**src/rtl/fp_div_if.sv**
```systemverilog
// Handshake bundle for fp_div: operand request side and result response side.
interface fp_div_if #(
  parameter int DATA_WIDTH = 32
);
  logic                  in_valid;
  logic                  in_ready;
  logic [DATA_WIDTH-1:0] a;
  logic [DATA_WIDTH-1:0] b;
  logic                  out_valid;
  logic                  out_ready;
  logic [DATA_WIDTH-1:0] q;
  logic                  div_by_zero;
  logic                  overflow;

  modport slave (
    input  in_valid, a, b, out_ready,
    output in_ready, out_valid, q, div_by_zero, overflow
  );

  modport master (
    output in_valid, a, b, out_ready,
    input  in_ready, out_valid, q, div_by_zero, overflow
  );
endinterface

```
**src/rtl/fp_div.sv**
```systemverilog
// Sequential signed fixed-point divider (restoring, one quotient bit per clock)
// with saturation and divide-by-zero flagging.
module fp_div #(
  parameter int DATA_WIDTH = 32,
  parameter int FRAC_BITS  = 16
) (
  input  logic     clk,
  input  logic     rst,
  fp_div_if.slave  bus
);
  localparam int QW = DATA_WIDTH + FRAC_BITS;
  localparam int CW = $clog2(QW);

  typedef enum logic [1:0] {IDLE, CALC, FINAL, DONE} state_t;

  state_t                state;
  logic                  sign;
  logic                  zero_div;
  logic [DATA_WIDTH-1:0] bmag;
  logic [DATA_WIDTH:0]   rem;
  logic [QW-1:0]         dq;
  logic [CW-1:0]         cnt;

  logic [DATA_WIDTH-1:0] a_mag;
  logic [DATA_WIDTH-1:0] b_mag;
  logic [DATA_WIDTH:0]   rem_sh;
  logic                  fits;
  logic                  pos_ovf;
  logic                  neg_ovf;
  logic [DATA_WIDTH-1:0] mag_lo;

  assign bus.in_ready = (state == IDLE) && !rst;

  always_comb begin
    a_mag   = bus.a[DATA_WIDTH-1] ? -bus.a : bus.a;
    b_mag   = bus.b[DATA_WIDTH-1] ? -bus.b : bus.b;
    rem_sh  = {rem[DATA_WIDTH-1:0], dq[QW-1]};
    fits    = rem_sh >= {1'b0, bmag};
    mag_lo  = dq[DATA_WIDTH-1:0];
    pos_ovf = |dq[QW-1:DATA_WIDTH-1];
    // Negative side may reach exactly 2^(DATA_WIDTH-1) without saturating.
    neg_ovf = (|dq[QW-1:DATA_WIDTH]) || (dq[DATA_WIDTH-1] && (|dq[DATA_WIDTH-2:0]));
  end

  always_ff @(posedge clk) begin
    if (rst) begin
      state           <= IDLE;
      sign            <= 1'b0;
      zero_div        <= 1'b0;
      bmag            <= '0;
      rem             <= '0;
      dq              <= '0;
      cnt             <= '0;
      bus.out_valid   <= 1'b0;
      bus.q           <= '0;
      bus.div_by_zero <= 1'b0;
      bus.overflow    <= 1'b0;
    end else begin
      unique case (state)
        IDLE: begin
          if (bus.in_valid) begin
            sign     <= bus.a[DATA_WIDTH-1] ^ bus.b[DATA_WIDTH-1];
            bmag     <= b_mag;
            dq       <= {a_mag, {FRAC_BITS{1'b0}}};
            rem      <= '0;
            cnt      <= '0;
            zero_div <= (bus.b == '0);
            state    <= (bus.b == '0) ? FINAL : CALC;
          end
        end
        CALC: begin
          // Dividend bits shift out the top while quotient bits fill the bottom.
          rem   <= fits ? (rem_sh - {1'b0, bmag}) : rem_sh;
          dq    <= {dq[QW-2:0], fits};
          cnt   <= cnt + 1'b1;
          if (cnt == CW'(QW - 1)) state <= FINAL;
        end
        FINAL: begin
          bus.out_valid <= 1'b1;
          state         <= DONE;
          if (zero_div) begin
            bus.q           <= sign ? {1'b1, {(DATA_WIDTH-1){1'b0}}} : {1'b0, {(DATA_WIDTH-1){1'b1}}};
            bus.div_by_zero <= 1'b1;
            bus.overflow    <= 1'b0;
          end else if (!sign && pos_ovf) begin
            bus.q           <= {1'b0, {(DATA_WIDTH-1){1'b1}}};
            bus.div_by_zero <= 1'b0;
            bus.overflow    <= 1'b1;
          end else if (sign && neg_ovf) begin
            bus.q           <= {1'b1, {(DATA_WIDTH-1){1'b0}}};
            bus.div_by_zero <= 1'b0;
            bus.overflow    <= 1'b1;
          end else begin
            bus.q           <= sign ? -mag_lo : mag_lo;
            bus.div_by_zero <= 1'b0;
            bus.overflow    <= 1'b0;
          end
        end
        DONE: begin
          if (bus.out_ready) begin
            bus.out_valid <= 1'b0;
            state         <= IDLE;
          end
        end
        default: state <= IDLE;
      endcase
    end
  end
endmodule
```
**src/flat_wrapper.sv**
```systemverilog
// flat-port wrapper written by rule: the top's interface ports become plain ports
module fp_div_flat 
#(
  parameter int DATA_WIDTH = 32,
  parameter int FRAC_BITS  = 16
)
  (clk, rst, bus_in_valid, bus_a, bus_b, bus_out_ready, bus_in_ready, bus_out_valid, bus_q, bus_div_by_zero, bus_overflow);
  fp_div_if #(.DATA_WIDTH(DATA_WIDTH)) bus_i ();
  input  logic clk;
  input  logic rst;
  input wire logic [$bits(bus_i.in_valid)-1:0] bus_in_valid;
  input wire logic [$bits(bus_i.a)-1:0] bus_a;
  input wire logic [$bits(bus_i.b)-1:0] bus_b;
  input wire logic [$bits(bus_i.out_ready)-1:0] bus_out_ready;
  output wire logic [$bits(bus_i.in_ready)-1:0] bus_in_ready;
  output wire logic [$bits(bus_i.out_valid)-1:0] bus_out_valid;
  output wire logic [$bits(bus_i.q)-1:0] bus_q;
  output wire logic [$bits(bus_i.div_by_zero)-1:0] bus_div_by_zero;
  output wire logic [$bits(bus_i.overflow)-1:0] bus_overflow;
  assign bus_i.in_valid = bus_in_valid;
  assign bus_i.a = bus_a;
  assign bus_i.b = bus_b;
  assign bus_i.out_ready = bus_out_ready;
  assign bus_in_ready = bus_i.in_ready;
  assign bus_out_valid = bus_i.out_valid;
  assign bus_q = bus_i.q;
  assign bus_div_by_zero = bus_i.div_by_zero;
  assign bus_overflow = bus_i.overflow;
  fp_div #(.DATA_WIDTH(DATA_WIDTH), .FRAC_BITS(FRAC_BITS)) u_core (.clk(clk), .rst(rst), .bus(bus_i));
endmodule
```
**config.mk**
```make
export PLATFORM = sky130hd
export DESIGN_NAME = fp_div_flat
export DESIGN_NICKNAME = d
export VERILOG_FILES = /design/src/rtl/fp_div_if.sv /design/src/rtl/fp_div.sv /design/src/flat_wrapper.sv
export SDC_FILE = /design/constraint.sdc
export NUM_CORES = 1
export LEC_CHECK = 0
export CAP_MARGIN = 40
export CORE_MARGIN = 2
export CORE_UTILIZATION = 55
export CTS_CLUSTER_SIZE = 20
export DETAILED_ROUTE_END_ITERATION = 16
export PLACE_DENSITY = 0.78
export SLEW_MARGIN = 20
export SYNTH_ARGS = -nofsm -noshare
export SYNTH_HDL_FRONTEND = slang
export SYNTH_SLANG_ARGS = --single-unit
```
**constraint.sdc**
```tcl
create_clock -name clk -period 4.9 [get_ports clk]
set_input_delay 0.98 -clock clk [delete_from_list [all_inputs] [get_ports clk]]
set_output_delay 0.98 -clock clk [all_outputs]
set_load 0.02 [all_outputs]
```
==> metrics.cfg <==
[setup_path]
cpMaxStageDelayCell = or4b_1
critPathLaunch = bus_a[0]
cp.required_ps = 5260
crit_chain = clkdlybuf4s50_1 > inv_1 > ha_1 > or4b_1 > or4_4 > or4_4 > nand2b_4 > nand2b_4 > o31ai_4 > xnor2_1 > nand2_1 > a31oi_1
critPathBufInv = 2
arrival_ps = 4100
cp_top_family = simple AND/OR/NAND/NOR gates
regToRegStartpoint = u_core.bmag[1]
reg2reg_slack_ps = 1260
cp_max_fo = 4
worstSetupEndpointType = flip-flop
crit_path_start_kind = input port
critPathKind = in -> reg
cp_slowest_stage_delay_ps = 520

[clock_network]
clk_pin_slew_ps = 70
cts_hold_buf = 0
cts_resized = 0
cts_tree = done
cts_setup_buffers = 0
h-tree-depth = 4
clk_latency_ps = 430
cts_max_path_buffers = 2
cts_buffers = 17
cts_sinks = 157
clock-root-buffer = clkbuf_16

[synthesis]
synth_cell_type_count = 67
synth_most_common_cell = nand2_1
syn_avg_cell_area_um2 = 7.61
synth_warnings = 0
synthTopCellsByArea = dfxtp_1, nand2_1, xor2_1, nor2_1, ha_1
seq_area_frac_synth = 0.318
synth_top_cell_area_share = 0.318
yosysTopAreaCell = dfxtp_1
synth_ff_type = dfxtp_1
synthArstFlopShare = 0
synthCells = 1298
synth_common_cells = nand2_1, dfxtp_1, nor2_1
ys_ff_latch = 157
synth_fp_nets = 1407
synth_edf_count = 0
synthesis.area_um2 = 9880

[timing]
slew_headroom = 0.352
setup_viol = 0
fin_crit_sh = 0.764
rsz0062_at_grt = false
fin_crit_ps = 3740
timing_hold_violations_final = 0
tightest_slew_ps = 962
report.final.slew_viol_count = 0
clock_skew_ps = 9.82
tns_ps = 0
hold_ws_ps = 449
timing.fmax_mhz = 267

[finish]
drive_above_1_share = 0.0480
multi_input_area_um2 = 6270
nFillCells = 1580
utilization = 0.658
antenna_cells = 0
syn2layout_area_growth_pct = 18.3
regArea_um2 = 3140
finalNetCount = 1471

[place]
dp_hpwl_um = 18300
port_buffers = 103
place.gp.congestion = 0.904

[global_routing]
groute.usage.overall = 0.260
grt_pass1_vias = 8548
globalRouteOverflowTotal = 0
grt_start_max_net_pins = 89
antenna_found_initial = 0
grt_pass1_wl_um = 41800

[drt]
viasPerCell = 5.92
via_count = 9503
wirelength_um = 25200
drt_iter0_drc = 849
ant_nets = 0
drcViolationCount = 0
firstDrtPassIters = 6
wire_per_inst_um = 15.7

[floorplanning]
core_um2 = 17800
start_util = 0.556
dieArea_um2 = 19100
fp.dieH_um = 138
rows = 49
die_w_um = 138
ios = 104

[power]
leakage_nw = 4.44
cellPowerDensity_nw_per_um2 = 474
vdd_ir_drop_max_v = 0.000224

[job]
drv_cap = 0

[worst_hold_path]
hold_start = u_core.bus.q[24]
hp-class = reg -> reg

[run_status]
status = finished, final reports clean

path summary, 6_finish.rpt:
kind | cells past startpoint | end
worst min register to register | 2 | u_core.bus.q[24]
worst min-delay path | 2 | u_core.bus.q[24]
worst max-delay path | 12 | u_core.dq[44]
worst max register to register | 12 | u_core.rem[30]
flip-flops by register name, indices dropped and copies added, names as in the netlist, 2 cells and up:
signal        cells
u_core.dq        48
u_core.bmag      32
u_core.bus.q     32
u_core.rem       32
u_core.cnt        6
u_core.state      2
kinds of logic (layout without fill, tap and decap cells):
group	after synthesis	count (layout)	share of synthesized area
AOI/OAI and AO/OA	372	372	0.245
xor gates and xnor gates	105	105	0.0931
adders and majority gates	41	41	0.0527
buffers and inverters	131	208	0.0504
DFF	157	157	0.318
muxes	26	26	0.0263
and+or+nand+nor	466	466	0.215
placed cells by master, fill, tap and decap left out, types with 13 or more instances in the layout:
| cell | n |
|---|---|
| mux2i_1 | 26 |
| clkdlybuf4s50_1 | 102 |
| a211oi_1 | 41 |
| a22oi_1 | 21 |
| o31ai_1 | 24 |
| xor2_1 | 71 |
| dfxtp_1 | 157 |
| o211ai_1 | 15 |
| o21ai_0 | 90 |
| nand2_1 | 191 |
| nand3_1 | 21 |
| inv_1 | 56 |
| a21oi_1 | 80 |
| clkbuf_16 | 17 |
| buf_4 | 13 |
| ha_1 | 40 |
| nor3_1 | 24 |
| xnor2_1 | 34 |
| nor2_1 | 134 |
per-layer routing:
| layer | vias to the layer above | global-route usage | wire [µm] |
|---|---|---|---|
| li1 | 4767 | - | - |
| met3 | 38 | 0.0364 | 1430 |
| met4 | 0 | 0.0768 | 439 |
| met1 | 4409 | 0.370 | 11900 |
| met5 | - | 0 | 0 |
| met2 | 289 | 0.411 | 11400 |
worst min-delay path: stages (launching register included):
cell	delay (ps)
dfxtp_1	310
nand2_1	50
nand2_1	50
where the power goes:
group	switching, W	internal (W)	total, W	leakage [nW]
logic	0.00151	0.000929	0.00244	2.87
clock network	0.000548	0.000817	0.00137	0.290
registers	0.000211	0.00153	0.00174	1.28
total	0.00227	0.00328	0.00555	4.44
metrics by stage:
step                worst slack (ps)  power (W)  area [µm²]  std cells
floorplan                       1440    0.00343        9880       1298
global placement                 782    0.00412       11000       1569
detailed placement               707    0.00416       11100       1571
CTS                             1140    0.00554       11700       1603
global route                     967    0.00590       11700       1604
finish                          1160    0.00555       11700       1604
final cells by class:
cell class | instances | area share
Tap cell | 229 | 0.0245
Inverter | 58 | 0.0186
Clock buffer | 19 | 0.0379
Timing Repair Buffer | 118 | 0.0997
Sequential cell | 157 | 0.269
Multi-Input combinational cell | 1010 | 0.536
Clock inverter | 13 | 0.0142
(Power assumes the default switching activity.)
